**src/rtl/hps_avmm_pkg.sv**
```systemverilog
// Shared types and defaults for the HPS Avalon-MM request arbiter.
// Also provides the sizing helper for the read-timeout counter.
package hps_avmm_pkg;

    localparam int DEF_N_REQ   = 4;
    localparam int DEF_ADDR_W  = 32;
    localparam int DEF_DATA_W  = 32;
    localparam int DEF_TIMEOUT = 1024;

    typedef enum logic [1:0] {
        IDLE,
        CMD,
        RWAIT,
        ACK
    } state_t;

    // Counter must hold TIMEOUT-1; a one-cycle timeout still needs one bit.
    function automatic int cnt_width(input int timeout);
        return (timeout > 1) ? $clog2(timeout) : 1;
    endfunction

endpackage

```
**src/rtl/hps_avmm_arbiter_rr_pick.sv**
```systemverilog
// Combinational round-robin picker: first set request at or after ptr, wrapping.
// Shared with other fabric arbiters, so it carries no Avalon knowledge.
module rr_pick #(
    parameter int N     = 4,
    parameter int IDX_W = (N > 1) ? $clog2(N) : 1
) (
    input  logic [N-1:0]     req,
    input  logic [IDX_W-1:0] ptr,
    output logic [N-1:0]     grant,
    output logic [IDX_W-1:0] idx,
    output logic             any_valid
);

    localparam int PW = IDX_W + 1;

    logic [PW-1:0] pos;
    logic          found;

    // Walk the requests starting at ptr; the first hit wins.
    always_comb begin
        grant = '0;
        idx   = '0;
        found = 1'b0;
        pos   = '0;
        for (int k = 0; k < N; k++) begin
            pos = PW'(ptr) + PW'(k);
            if (pos >= PW'(N)) begin
                pos = pos - PW'(N);
            end
            if (!found && req[pos[IDX_W-1:0]]) begin
                found = 1'b1;
                idx   = pos[IDX_W-1:0];
                grant = N'(1) << pos[IDX_W-1:0];
            end
        end
    end

    assign any_valid = |req;

endmodule

```
**src/rtl/hps_avmm_arbiter.sv**
```systemverilog
// Round-robin sharing of the single f2h Avalon-MM master between fabric requesters.
// One transaction in flight; reads are bounded by a timeout so a stalled slave cannot hang a client.
module hps_avmm_arbiter
    import hps_avmm_pkg::*;
#(
    parameter int N_REQ   = DEF_N_REQ,
    parameter int ADDR_W  = DEF_ADDR_W,
    parameter int DATA_W  = DEF_DATA_W,
    parameter int TIMEOUT = DEF_TIMEOUT
) (
    input  logic                      clk_clk,
    input  logic                      reset_reset_n,
    input  logic [N_REQ-1:0]          req_valid,
    input  logic [N_REQ-1:0]          req_write,
    input  logic [N_REQ*ADDR_W-1:0]   req_addr,
    input  logic [N_REQ*DATA_W-1:0]   req_wdata,
    input  logic [N_REQ*DATA_W/8-1:0] req_be,
    output logic [N_REQ-1:0]          req_ack,
    output logic [DATA_W-1:0]         rsp_rdata,
    output logic                      rsp_err,
    output logic [ADDR_W-1:0]         avm_address,
    output logic                      avm_read,
    output logic                      avm_write,
    output logic [DATA_W-1:0]         avm_writedata,
    output logic [DATA_W/8-1:0]       avm_byteenable,
    input  logic                      avm_waitrequest,
    input  logic [DATA_W-1:0]         avm_readdata,
    input  logic                      avm_readdatavalid
);

    localparam int IDX_W = (N_REQ > 1) ? $clog2(N_REQ) : 1;
    localparam int BE_W  = DATA_W / 8;
    localparam int CNT_W = cnt_width(TIMEOUT);

    state_t             state, state_nxt;
    logic [IDX_W-1:0]   ptr;
    logic [N_REQ-1:0]   owner_oh;
    logic               owner_write;
    logic [CNT_W-1:0]   cnt;
    logic               expired;

    logic [N_REQ-1:0]   win_grant;
    logic [IDX_W-1:0]   win_idx;
    logic               any_valid;

    logic [ADDR_W-1:0]  addr_arr  [N_REQ];
    logic [DATA_W-1:0]  wdata_arr [N_REQ];
    logic [BE_W-1:0]    be_arr    [N_REQ];

    for (genvar i = 0; i < N_REQ; i++) begin : g_unpack
        assign addr_arr[i]  = req_addr[i*ADDR_W +: ADDR_W];
        assign wdata_arr[i] = req_wdata[i*DATA_W +: DATA_W];
        assign be_arr[i]    = req_be[i*BE_W +: BE_W];
    end

    rr_pick #(
        .N     (N_REQ),
        .IDX_W (IDX_W)
    ) u_pick (
        .req       (req_valid),
        .ptr       (ptr),
        .grant     (win_grant),
        .idx       (win_idx),
        .any_valid (any_valid)
    );

    assign expired = (cnt == CNT_W'(TIMEOUT - 1));

    always_ff @(posedge clk_clk or negedge reset_reset_n) begin
        if (!reset_reset_n) begin
            state <= IDLE;
        end else begin
            state <= state_nxt;
        end
    end

    // Response data wins over expiry when both land in the same RWAIT cycle.
    always_comb begin
        state_nxt = state;
        case (state)
            IDLE:    if (any_valid) state_nxt = CMD;
            CMD:     if (!avm_waitrequest) state_nxt = owner_write ? ACK : RWAIT;
            RWAIT:   if (avm_readdatavalid || expired) state_nxt = ACK;
            ACK:     state_nxt = IDLE;
            default: state_nxt = IDLE;
        endcase
    end

    always_ff @(posedge clk_clk or negedge reset_reset_n) begin
        if (!reset_reset_n) begin
            ptr            <= '0;
            owner_oh       <= '0;
            owner_write    <= 1'b0;
            cnt            <= '0;
            req_ack        <= '0;
            rsp_rdata      <= '0;
            rsp_err        <= 1'b0;
            avm_address    <= '0;
            avm_read       <= 1'b0;
            avm_write      <= 1'b0;
            avm_writedata  <= '0;
            avm_byteenable <= '0;
        end else begin
            case (state)
                IDLE: begin
                    if (any_valid) begin
                        owner_oh       <= win_grant;
                        owner_write    <= req_write[win_idx];
                        avm_address    <= addr_arr[win_idx];
                        avm_writedata  <= wdata_arr[win_idx];
                        avm_byteenable <= be_arr[win_idx];
                        avm_read       <= ~req_write[win_idx];
                        avm_write      <= req_write[win_idx];
                        ptr            <= (win_idx == IDX_W'(N_REQ - 1)) ? '0 : win_idx + IDX_W'(1);
                    end
                end
                CMD: begin
                    if (!avm_waitrequest) begin
                        avm_read  <= 1'b0;
                        avm_write <= 1'b0;
                        cnt       <= '0;
                        if (owner_write) begin
                            req_ack <= owner_oh;
                            rsp_err <= 1'b0;
                        end
                    end
                end
                RWAIT: begin
                    if (avm_readdatavalid) begin
                        rsp_rdata <= avm_readdata;
                        rsp_err   <= 1'b0;
                        req_ack   <= owner_oh;
                    end else if (expired) begin
                        rsp_rdata <= '0;
                        rsp_err   <= 1'b1;
                        req_ack   <= owner_oh;
                    end else begin
                        cnt <= cnt + CNT_W'(1);
                    end
                end
                ACK: begin
                    req_ack <= '0;
                end
                default: begin
                    req_ack <= '0;
                end
            endcase
        end
    end

endmodule

```
**config.mk**
```make
export PLATFORM = sky130hd
export DESIGN_NAME = hps_avmm_arbiter
export DESIGN_NICKNAME = d
export VERILOG_FILES = /design/src/rtl/hps_avmm_pkg.sv /design/src/rtl/hps_avmm_arbiter_rr_pick.sv /design/src/rtl/hps_avmm_arbiter.sv
export SDC_FILE = /design/constraint.sdc
export NUM_CORES = 1
export LEC_CHECK = 0
export BUFFER_PORTS_ARGS = -buffer_cell sky130_fd_sc_hd__buf_4
export CAP_MARGIN = 20
export CORE_AREA = 5 5 160 162
export DETAILED_ROUTE_END_ITERATION = 16
export DIE_AREA = 0 0 165 167
export PLACE_DENSITY_LB_ADDON = 0.15
export SLEW_MARGIN = 10
export SYNTH_ARGS = -nofsm -noshare
export SYNTH_HDL_FRONTEND = slang
export SYNTH_SLANG_ARGS = --single-unit
```
**constraint.sdc**
```tcl
create_clock -name clk_clk -period 8.6 [get_ports clk_clk]
set_input_delay 1.72 -clock clk_clk [delete_from_list [all_inputs] [get_ports clk_clk]]
set_output_delay 1.72 -clock clk_clk [all_outputs]
set_load 0.1 [all_outputs]
```
* Word level (Yosys, flattened, before mapping) *
Index checks and enable logic that the tools add are counted.

word-level totals
  register bits after elaboration = 126
  input port bits = 316
  output and inout port bits = 107
  logic and storage cells = 131

cells by class
  add/subtract/negate cells = 9
  $lt $le $gt $ge = 10
  eq/ne operators = 12
  shifts and indexed selects = 4
  muxes and demuxes = 61
  bitwise logic cells = 2
  reduce and logical (&&, ||, !) cells = 20

operators with widths
  cell                     count
  $mux W32                 6
  $bmux W32 S2             2
  $mux W4                  10
  $mux W10                 3
  $mux W2                  12
  $pmux W10 S2             1
  $mux W1                  16
  $shl A1 B2 Y4 const A    4
  $lt A2 B3 Y1 const B     5
  $ge A3 B3 Y1 const B     4
  $ne A2 B2 Y1 const B     6
  $pmux W4 S3              1
  $reduce_and A4 Y1        3
  $add A10 B1 Y10 const B  1
  $bmux W1 S2              5
  $eq A10 B10 Y1 const B   1
  $bmux W4 S2              1
  $pmux W2 S4              1
  $sub A2 B1 Y2 const B    4
  $add A2 B2 Y3 const B    2
  $eq A2 B2 Y1 const B     3
  $pmux W1 S2              3
  $reduce_and A3 Y1        2
  $reduce_bool A2 Y1       3
  other kinds (14)         19

* Logic depth before layout (Yosys ltp) *
Gate-level depths: netlist of the first run.

  depth in word-level cells = 19
  mapped depth = 12

* Modules after synthesis *
A second synthesis of the first run with hierarchy kept.

second synthesis, totals
  cell total of the unflattened synthesis = 516
  area total of the unflattened synthesis = 7239.4 um2

by module, submodules not included
  module            times used  cells each  area an instance (um2)
  hps_avmm_arbiter  1           430         6626.4
  rr_pick           1           86          613.1

* Worst setup path before layout of the first run *
No wires, ideal clock.

  path kind = input to register
  start point = input req_valid[0]
  end point = register owner_write
  arrival = 3.602 ns
  required time = 8.475 ns
  setup slack = 4.873 ns
  cell stages on the path = 8
  cells stage by stage = buf_2 or3b_1 a211o_1 a21o_1 a21o_1 buf_2 mux4_2 mux2_2

on the way
  longest elaborated chain between the ends = 14
  elaborated cells between the ends (all ways) = 25

RTL lines
  element                        line                            RTL
  from (decl)                    hps_avmm_arbiter.sv:13          input logic [N_REQ-1:0] req_valid,
  $bmux W1 S2                    hps_avmm_arbiter_rr_pick.sv:30  if (!found && req[pos[IDX_W-1:0]]) begin
  $mux W1 (implied by the code)  hps_avmm_arbiter_rr_pick.sv:30
  $mux W1                        hps_avmm_arbiter_rr_pick.sv:30
  $logic_not A1 Y1               hps_avmm_arbiter_rr_pick.sv:30
  $logic_and A1 B1 Y1            hps_avmm_arbiter_rr_pick.sv:30
  $mux W1                        hps_avmm_arbiter_rr_pick.sv:30
  $logic_not A1 Y1               hps_avmm_arbiter_rr_pick.sv:30
  $logic_and A1 B1 Y1            hps_avmm_arbiter_rr_pick.sv:30
  $mux W1                        hps_avmm_arbiter_rr_pick.sv:30
  $logic_not A1 Y1               hps_avmm_arbiter_rr_pick.sv:30
  $logic_and A1 B1 Y1            hps_avmm_arbiter_rr_pick.sv:30
  $mux W2                        hps_avmm_arbiter_rr_pick.sv:30
  $bmux W1 S2                    hps_avmm_arbiter.sv:108         owner_write <= req_write[win_idx];
  $mux W1 (implied by the code)  hps_avmm_arbiter.sv:108
  to (signal assigned)           hps_avmm_arbiter.sv:108
  to (decl)                      hps_avmm_arbiter.sv:38          logic owner_write;

Parallel ways exist; a longest one is shown, timed or not. The select of a mux whose other input is x is not followed.
A chain may end at the register's enable or synchronous reset.

* Final worst setup path of the first run *
  start point = register ptr[0]
  end point = register avm_address[31]

on the way
  longest elaborated chain between the ends = 18
  elaborated cells between the ends (all ways) = 40

RTL lines
  element                                                                 line                            RTL
  from (decl)                                                             hps_avmm_arbiter.sv:36          logic [IDX_W-1:0] ptr;
  from (signal assigned)                                                  hps_avmm_arbiter.sv:114         ptr <= (win_idx == IDX_W'(N_REQ - 1)) ? '0 : win_idx + IDX_W'(1);
  parallel branches: the longest is 13 deep, another holds $add A2 B1 Y3  -
  $mux W2 (*)                                                             hps_avmm_arbiter_rr_pick.sv:30
  $not A2 Y3 (implied by the code) (*)                                    hps_avmm_arbiter.sv:109         avm_address <= addr_arr[win_idx];
  $bmux W32 S2 (*)                                                        hps_avmm_arbiter.sv:109
  $mux W32 (implied by the code) (*) (2 in a row)                         hps_avmm_arbiter.sv:109
  to (signal assigned)                                                    hps_avmm_arbiter.sv:109
  to (decl)                                                               hps_avmm_arbiter.sv:21          output logic [ADDR_W-1:0] avm_address,

Every way passes the cells marked *. The select of a mux whose other input is x is not followed.

==> results.txt, run 1 <==
----------------------------------------------------
[Drt]
  First DRT Iteration DRCs ... 570
  Total via count after detailed routing ... 8837
  Post-route DRC violation count ... 0
  Average wire per standard cell ... 19.5 um
  First-pass iteration count of the detailed router ... 7
  Antenna-violating nets left ... 0
  DRT Wirelength ... 32300 um
  DR vias/cell ... 5.35

[Layout]
  Number of fill cells ... 2313
  Synth-to-layout area growth ... 47.9%
  Share of post-route cells with drive strength above 1 ... 36.7%
  Area occupied by multi-input gates ... 4230 sq um
  Area taken by flip-flops and latches ... 3150 sq um
  Number of inserted diodes ... 0
  Number of standard cells in the layout, taps in and fillers out ... 1653
  Core occupancy in the finished layout ... 50.7%
  Final layout net count ... 1646

[Timing]
  Setup repair after global routing missed its margin ... false
  Worst setup skew after layout ... 0.0109 ns
  Final critical-path setup slack ... 4.32 ns
  Setup violation total in the final timing report ... 0
  Max-slew headroom at the worst pin ... 36.2%
  Setup TNS ... 0 ns
  Hold violation count in the final report ... 0
  Peak Freq ... 234 MHz
  Count of pins over their slew limit ... 0
  Clock period minus final worst setup slack ... 4.28 ns
  Final cycle utilization of the critical path ... 49.8%
  Slew of the pin with the lowest slew margin ... 0.958 ns

[Setup path]
  Setup crit start ... ptr[0]
  Arr. time, crit path ... 4.59 ns
  Sort of element at the end of the critical path ... register
  Launching element type of the critical path ... register
  Critical path endpoint ... avm_address[31]
  Endpoint required time on the critical path ... 8.90 ns
  Cell depth of the worst flop-to-flop path ... 9
  End of the worst register-to-register path ... avm_address[31]
  Kind of critical path ... reg2reg
  Worst-case register-to-register setup slack ... 4.32 ns
  Critical R2R Launch ... ptr[0]
  Worst-path maximum fanout ... 73

[Synth]
  Syn_nets ... 1295
  Instance count of the mapped netlist ... 965
  Synthesis warning total ... 0
  Most used DFF post-synth ... sky130_fd_sc_hd__dfrtp_1
  Cell types with the largest area share after synthesis ... sky130_fd_sc_hd__dfrtp_1 (38%), sky130_fd_sc_hd__a211oi_1 (23%), sky130_fd_sc_hd__o31ai_1 (6.3%)
  Netlist Area Pre-Place ... 8210 sq um
  Mean post-synth cell area ... 8.51 sq um
  Area share of the largest cell type after synthesis ... 38.4%
  Ys async rst share ... 100%
  Seq cells post-synth ... 126
  Commonest cells in the synthesized netlist ... sky130_fd_sc_hd__a211oi_1 (249), sky130_fd_sc_hd__inv_1 (129), sky130_fd_sc_hd__dfrtp_1 (126)
  Most frequently used cell type in the post-synthesis netlist ... sky130_fd_sc_hd__a211oi_1
  Count of unique library cells instantiated by Yosys ... 44
  Largest area contributor in the netlist ... sky130_fd_sc_hd__dfrtp_1
  Number of synthesized flops with an enable pin ... 0
  Sequential-to-total area share from yosys stat ... 38.4%

[Floorplan]
  Core area ... 24000 sq um
  Die Y-Extent ... 167 um
  Width of the chip ... 165 um
  Standard-cell rows ... 57
  Top-level port count ... 423
  Overall die area ... 27600 sq um
  Starting utilization of the core area ... 34.3%

[Job]
  Number of max-capacitance violations reported ... 0

[Global routing]
  Number of antenna violations at the first check in global routing ... 1
  All-Layer GR Usage ... 22.6%
  Number of global-route vias before repair ... 8747
  Largest net degree at the start of global routing ... 78
  Total gr overflow ... 0
  Global-route wire length before repair ... 49400 um

[Clock network]
  Clock tree from TritonCTS ... done
  Insertion delay of the later-clocked pin in the worst-skew pair ... 0.41 ns
  H-Tree Depth ... 4
  Clock Tree Root ... sky130_fd_sc_hd__clkbuf_16
  Hold buffer count at CTS ... 0
  Clock buffer depth ... 2
  Setup Fix Bufs, Post-CTS ... 0
  Number of clock sinks ... 126
  Post-CTS Resized ... 0
  Clock slew at reported path FFs ... 0.06 ns
  Clock buffers created by TritonCTS ... 17

[Power]
  Ratio of total power to cell area ... 477 nW/um^2
  Total power of the final layout ... 5790 uW
  VDD IR max ... 0.000247 V
  Leakage power ... 0.00587 uW

[Run status]
  Status ... complete, no violations

[Hold path]
  Hold Path Class ... reg2reg

[Placed design]
  Number of instances in the placed design ... 1621
  DPL Wire Length ... 23500 um
  Pre-CTS setup slack ... 3.91 ns
  GPL Wtd Cong ... 0.831
  Number of port buffers ... 422

----------------------------------------------------
[logic make-up (layout without fill, tap and decap cells)]
kind of cell / count (synthesis) / count (layout) / synth area share (%)
AOI/OAI and AO/OA: 403 / 403 / 36.7
DFF: 126 / 126 / 38.4
buffers and inverters: 232 / 596 / 11.0
adders and majority gates: 14 / 14 / 2.13
muxes: 14 / 14 / 2.27
and+or+nand+nor: 175 / 175 / 9.40
xor gates and xnor gates: 1 / 1 / 0.107
[layout by cell type, fill, tap and decap left out, types with 3 or more instances in the layout]
cell type,synthesis,routed
sky130_fd_sc_hd__o21ai_0,21,21
sky130_fd_sc_hd__nor3_1,7,7
sky130_fd_sc_hd__and3_1,11,11
sky130_fd_sc_hd__mux2_2,7,7
sky130_fd_sc_hd__ha_1,14,14
sky130_fd_sc_hd__a211oi_1,249,249
sky130_fd_sc_hd__buf_4,1,433
sky130_fd_sc_hd__a22o_1,34,34
sky130_fd_sc_hd__mux2i_1,4,4
sky130_fd_sc_hd__inv_1,129,129
sky130_fd_sc_hd__o31ai_1,69,69
sky130_fd_sc_hd__clkbuf_16,0,17
sky130_fd_sc_hd__clkinvlp_4,0,3
sky130_fd_sc_hd__a221oi_1,4,4
sky130_fd_sc_hd__nand2_1,110,110
sky130_fd_sc_hd__nor2b_1,6,6
sky130_fd_sc_hd__inv_6,0,4
sky130_fd_sc_hd__a22oi_1,5,5
sky130_fd_sc_hd__nand3_1,8,8
sky130_fd_sc_hd__and2_1,9,9
sky130_fd_sc_hd__mux4_2,3,3
sky130_fd_sc_hd__nor2_1,14,12
sky130_fd_sc_hd__dfrtp_1,126,126
sky130_fd_sc_hd__clkbuf_8,0,3
sky130_fd_sc_hd__a21oi_1,6,6
[critical path: stages, from the launching register on]
cell                       delay, ns
sky130_fd_sc_hd__dfrtp_1        0.68
sky130_fd_sc_hd__inv_1          0.28
sky130_fd_sc_hd__ha_1           0.54
sky130_fd_sc_hd__or3b_1         0.17
sky130_fd_sc_hd__a211o_1        0.13
sky130_fd_sc_hd__a21o_4         0.49
sky130_fd_sc_hd__a21o_4         0.65
sky130_fd_sc_hd__buf_4          0.72
sky130_fd_sc_hd__a211oi_1       0.17
sky130_fd_sc_hd__o31ai_1        0.27
[metrics by stage]
step                hold slack, ns  instance area [sq um]
finish                       0.467                  12100
global placement             0.455                  11500
global route                 0.495                  12100
CTS                          0.476                  12100
floorplan                    0.442                   8210
detailed placement           0.463                  11500
[metal layers]
| layer | part of all wire [%] | vias up | wire length, um | global-route usage [%] |
|---|---|---|---|---|
| met3 | 9.1 | 58 | 2940 | 7.69 |
| met4 | 3.0 | 2 | 955 | 8.03 |
| met5 | 0.062 | - | 20 | 0 |
| li1 | - | 4246 | - | - |
| met2 | 49 | 372 | 15700 | 36.9 |
| met1 | 39 | 4159 | 12700 | 27.6 |
[report_power, final]
| group | leakage, uW | total (uW) | switching (uW) | internal (uW) |
|---|---|---|---|---|
| clock network | 0.000287 | 737 | 284 | 453 |
| logic | 0.00399 | 4030 | 3000 | 1020 |
| registers | 0.00159 | 1030 | 169 | 861 |
| total | 0.00587 | 5790 | 3460 | 2340 |
[how the worst min path moves through the flow]
| stage | depth (start not counted) | slack (ns) | from | end |
|---|---|---|---|---|
| 2_1_floorplan | 2 | 0.44 | owner_oh[0] | owner_oh[0] |
| 3_3_place_gp | 2 | 0.46 | owner_oh[3] | owner_oh[3] |
| 3_5_place_dp | 2 | 0.46 | owner_oh[3] | owner_oh[3] |
| 4_1_cts | 2 | 0.48 | owner_oh[3] | owner_oh[3] |
| 5_1_grt | 2 | 0.49 | avm_writedata[17] | avm_writedata[17] |
| 6_report | 2 | 0.47 | owner_oh[1] | owner_oh[1] |
[cell type report]
class	instances	share of cell area, %
Clock buffer	21	3.87
Timing Repair Buffer	435	27.0
Tap cell	324	3.34
Sequential cell	126	26.0
Multi-Input combinational cell	607	34.8
Inverter	129	3.99
Clock inverter	11	1.05
[sequential cells by signal, summed over array words and instances (netlist names)]
| register | flops |
|---|---|
| ptr | 2 |
| avm_byteenable | 4 |
| avm_write | 1 |
| owner_write | 1 |
| rsp_rdata | 32 |
| avm_read | 1 |
| owner_oh | 4 |
| avm_address | 32 |
| cnt | 10 |
| rsp_err | 1 |
| state | 2 |
| avm_writedata | 32 |
| req_ack | 4 |
(Power assumes the default switching activity.)
==> run 2: changes to the inputs <==
==> constraint.sdc (replaced) <==
create_clock -name clk_clk -period 4.02 [get_ports clk_clk]
set_input_delay 0.804 -clock clk_clk [delete_from_list [all_inputs] [get_ports clk_clk]]
set_output_delay 0.804 -clock clk_clk [all_outputs]
set_load 0.1 [all_outputs]
==> run 2 against run 1 <==
  * Final cell count up 0.18%
  * Register-to-register slack worse by 3.8 ns
  * Die area unchanged
  * Global-route usage grew 0.095 points
  * Power rose by 120%
  * Critical path depth is the same
  * Routed wire length decreased by 0.33%
  * First-iteration DRC count increased by 9.5%
  * Via count shrank 0.55%
  * Combinational power increased by 120%
  * Sequential share of layout area decreased by 0.23 points
  * Worst setup slack worse by 3.8 ns
==> results.txt, run 2 (synthesis results as in run 1) <==
----------------------------------------------------
[Hold path]
  Hold Path Class ... in2async

[Setup path]
  Sort of element at the end of the critical path ... register
  Cell depth of the worst flop-to-flop path ... 9 (unchanged)
  Kind of critical path ... reg2reg
  Arr. time, crit path ... 3.77 ns (-0.82 ns)
  Cell Chain, Critical Path ... inv_1 -> ha_1 -> or3b_1 -> a211o_1 -> a21o_4 -> a21o_4 -> buf_4 -> a211oi_1 -> o31ai_1
  Count of buffering cells on the critical path with inverters included ... 2 (unchanged)
  Crit path largest cell delay ... 0.60 ns (-0.12 ns)
  Endpoint required time on the critical path ... 4.28 ns (-4.62 ns)
  Launching element type of the critical path ... register
  Worst-path maximum fanout ... 68 (-6.8%)
  Worst-case register-to-register setup slack ... 0.51 ns (-3.80 ns)
  Slowest cell on crit path ... sky130_fd_sc_hd__dfrtp_1
  Most frequent cell on the critical path ... sky130_fd_sc_hd__a21o_4
  End of the worst register-to-register path ... avm_address[9]
  Critical R2R Launch ... ptr[1]
  Cell family with the largest share of critical-path delay ... compound AO/OA/AOI/OAI gates

[Floorplan]
  Core area ... 24000 sq um (unchanged)
  Overall die area ... 27600 sq um (unchanged)
  Die Y-Extent ... 167 um (unchanged)
  Top-level port count ... 423 (unchanged)
  Width of the chip ... 165 um (unchanged)
  Standard-cell rows ... 57 (unchanged)
  Starting utilization of the core area ... 34.3% (unchanged)

[Global routing]
  All-Layer GR Usage ... 22.7% (+0.095 points)
  Largest net degree at the start of global routing ... 122 (+56%)
  Number of antenna violations at the first check in global routing ... 0 (-1)
  Total gr overflow ... 0 (unchanged)
  Number of global-route vias before repair ... 8741 (-0.069%)
  Global-route wire length before repair ... 49600 um (+0.45%)

[Clock network]
  Hold buffer count at CTS ... 0 (unchanged)
  Clock tree from TritonCTS ... done
  H-Tree Depth ... 4 (unchanged)
  Post-CTS Resized ... 0 (unchanged)
  Clock buffers created by TritonCTS ... 17 (unchanged)
  Clock buffer depth ... 2 (unchanged)
  Clock slew at reported path FFs ... 0.06 ns (about the same)
  Insertion delay of the later-clocked pin in the worst-skew pair ... 0.41 ns (about the same)
  Number of clock sinks ... 126 (unchanged)
  Setup Fix Bufs, Post-CTS ... 0 (unchanged)
  Clock Tree Root ... sky130_fd_sc_hd__clkbuf_16

[Layout]
  Synth-to-layout area growth ... 49.2%
  Final layout net count ... 1649 (+0.18%)
  Number of inserted diodes ... 0 (unchanged)
  Share of post-route cells with drive strength above 1 ... 36.9% (+0.22 points)
  Largest registers in the final layout ... avm_address (32), avm_writedata (32), rsp_rdata (32)
  Core occupancy in the finished layout ... 51.1% (+0.45 points)
  Commonest non-fill, non-tap cell in the layout ... sky130_fd_sc_hd__buf_4
  Most frequent cells in the layout ... sky130_fd_sc_hd__buf_4 (428), sky130_fd_sc_hd__a211oi_1 (249), sky130_fd_sc_hd__inv_1 (129)

[Timing]
  Setup TNS ... 0 ns (unchanged)
  Setup violation total in the final timing report ... 0 (unchanged)
  Worst setup skew after layout ... 0.0115 ns (+0.000613 ns)
  Peak Freq ... 285 MHz (+22%)
  Hold violation count in the final report ... 0 (unchanged)
  Final cycle utilization of the critical path ... 87.2% (+37 points)
  Slew of the pin with the lowest slew margin ... 0.863 ns (-0.0945 ns)
  Clock period minus final worst setup slack ... 3.51 ns (-0.776 ns)
  Count of pins over their slew limit ... 0 (unchanged)
  Setup repair after global routing missed its margin ... false
  Max-slew headroom at the worst pin ... 42.5% (+6.3 points)

[Job]
  Number of max-capacitance violations reported ... 0 (unchanged)

[Drt]
  DRT Wirelength ... 32200 um (-0.33%)
  Total via count after detailed routing ... 8788 (-0.55%)
  DR vias/cell ... 5.31 (-0.73%)
  Antenna-violating nets left ... 0 (unchanged)
  Average wire per standard cell ... 19.4 um (-0.52%)
  Post-route DRC violation count ... 0 (unchanged)
  First DRT Iteration DRCs ... 624 (+9.5%)
  First-pass iteration count of the detailed router ... 5 (-2)

[Power]
  VDD IR max ... 0.000616 V (+150%)
  Leakage power ... 0.00591 uW (+0.73%)
  Ratio of total power to cell area ... 1020 nW/um^2 (+110%)

[Run status]
  Status ... complete, no violations

[Placed design]
  Number of port buffers ... 422 (unchanged)
  GPL Wtd Cong ... 0.860 (+3.5%)
  DPL Wire Length ... 23600 um (about the same)

----------------------------------------------------
run 2: cell count changes in the layout (fill, tap and decap cells not counted), moves of 2 or more:
cell	delta
sky130_fd_sc_hd__buf_12	+8
sky130_fd_sc_hd__inv_6	-2
sky130_fd_sc_hd__buf_4	-5
sky130_fd_sc_hd__clkinvlp_4	+2
run 2: how the worst max path moves through the flow:
stage / from / to / slack, ns / depth (start not counted)
floorplan: ptr[0] / owner_write / 0.93 / 11
CTS: ptr[1] / owner_write / 0.50 / 7
detailed placement: ptr[1] / avm_writedata[26] / 0.51 / 9
global route: ptr[1] / avm_address[9] / 0.33 / 9
finish: ptr[1] / avm_address[9] / 0.51 / 9
global placement: ptr[1] / avm_address[7] / 0.62 / 9
run 2: routing by layer:
metal / up-vias / global-route usage [%] / share of wire [%]
met4: 0 / 8.93 / 3.3
met5: - / 0 / 0
li1: 4244 / - / -
met3: 57 / 7.46 / 8.9
met2: 339 / 36.8 / 48
met1: 4148 / 27.8 / 39
run 2: area by class of cell:
type	count	area (sq um)
Fill cell	2314	11700
Multi-Input combinational cell	607	4220
Timing Repair Buffer	438	3400
Sequential cell	126	3150
Inverter	129	484
Clock buffer	19	453
Tap cell	324	405
Clock inverter	13	139
run 2: worst reg2reg max path, stage by stage (launching register included):
cell and delay, ns:
sky130_fd_sc_hd__dfrtp_1 0.60, sky130_fd_sc_hd__inv_1 0.18, sky130_fd_sc_hd__ha_1 0.44, sky130_fd_sc_hd__or3b_1 0.42, sky130_fd_sc_hd__a211o_1 0.31, sky130_fd_sc_hd__a21o_4 0.23, sky130_fd_sc_hd__a21o_4 0.45, sky130_fd_sc_hd__buf_4 0.38
sky130_fd_sc_hd__a211oi_1 0.27, sky130_fd_sc_hd__o31ai_1 0.11
run 2: report_power, final:
group          internal (uW)  switching (uW)  leakage, uW  total [uW]
sequential              1840             329      0.00159        2170
combinational           2300            6470      0.00405        8770
clock                    948             615     0.000278        1560
run 2: per-stage QoR:
stage / cells / total power [uW] / setup WS (ns) / area [sq um] / hold WS, ns
2_1_floorplan: 965 / 8840 / 0.930 / 8210 / 0.442
3_3_place_gp: 1623 / 10900 / 0.615 / 11600 / 0.454
3_5_place_dp: 1624 / 11000 / 0.508 / 11700 / 0.463
4_1_cts: 1656 / 12600 / 0.500 / 12300 / 0.353
5_1_grt: 1656 / 13200 / 0.325 / 12300 / 0.363
6_report: 1656 / 12500 / 0.514 / 12300 / 0.346
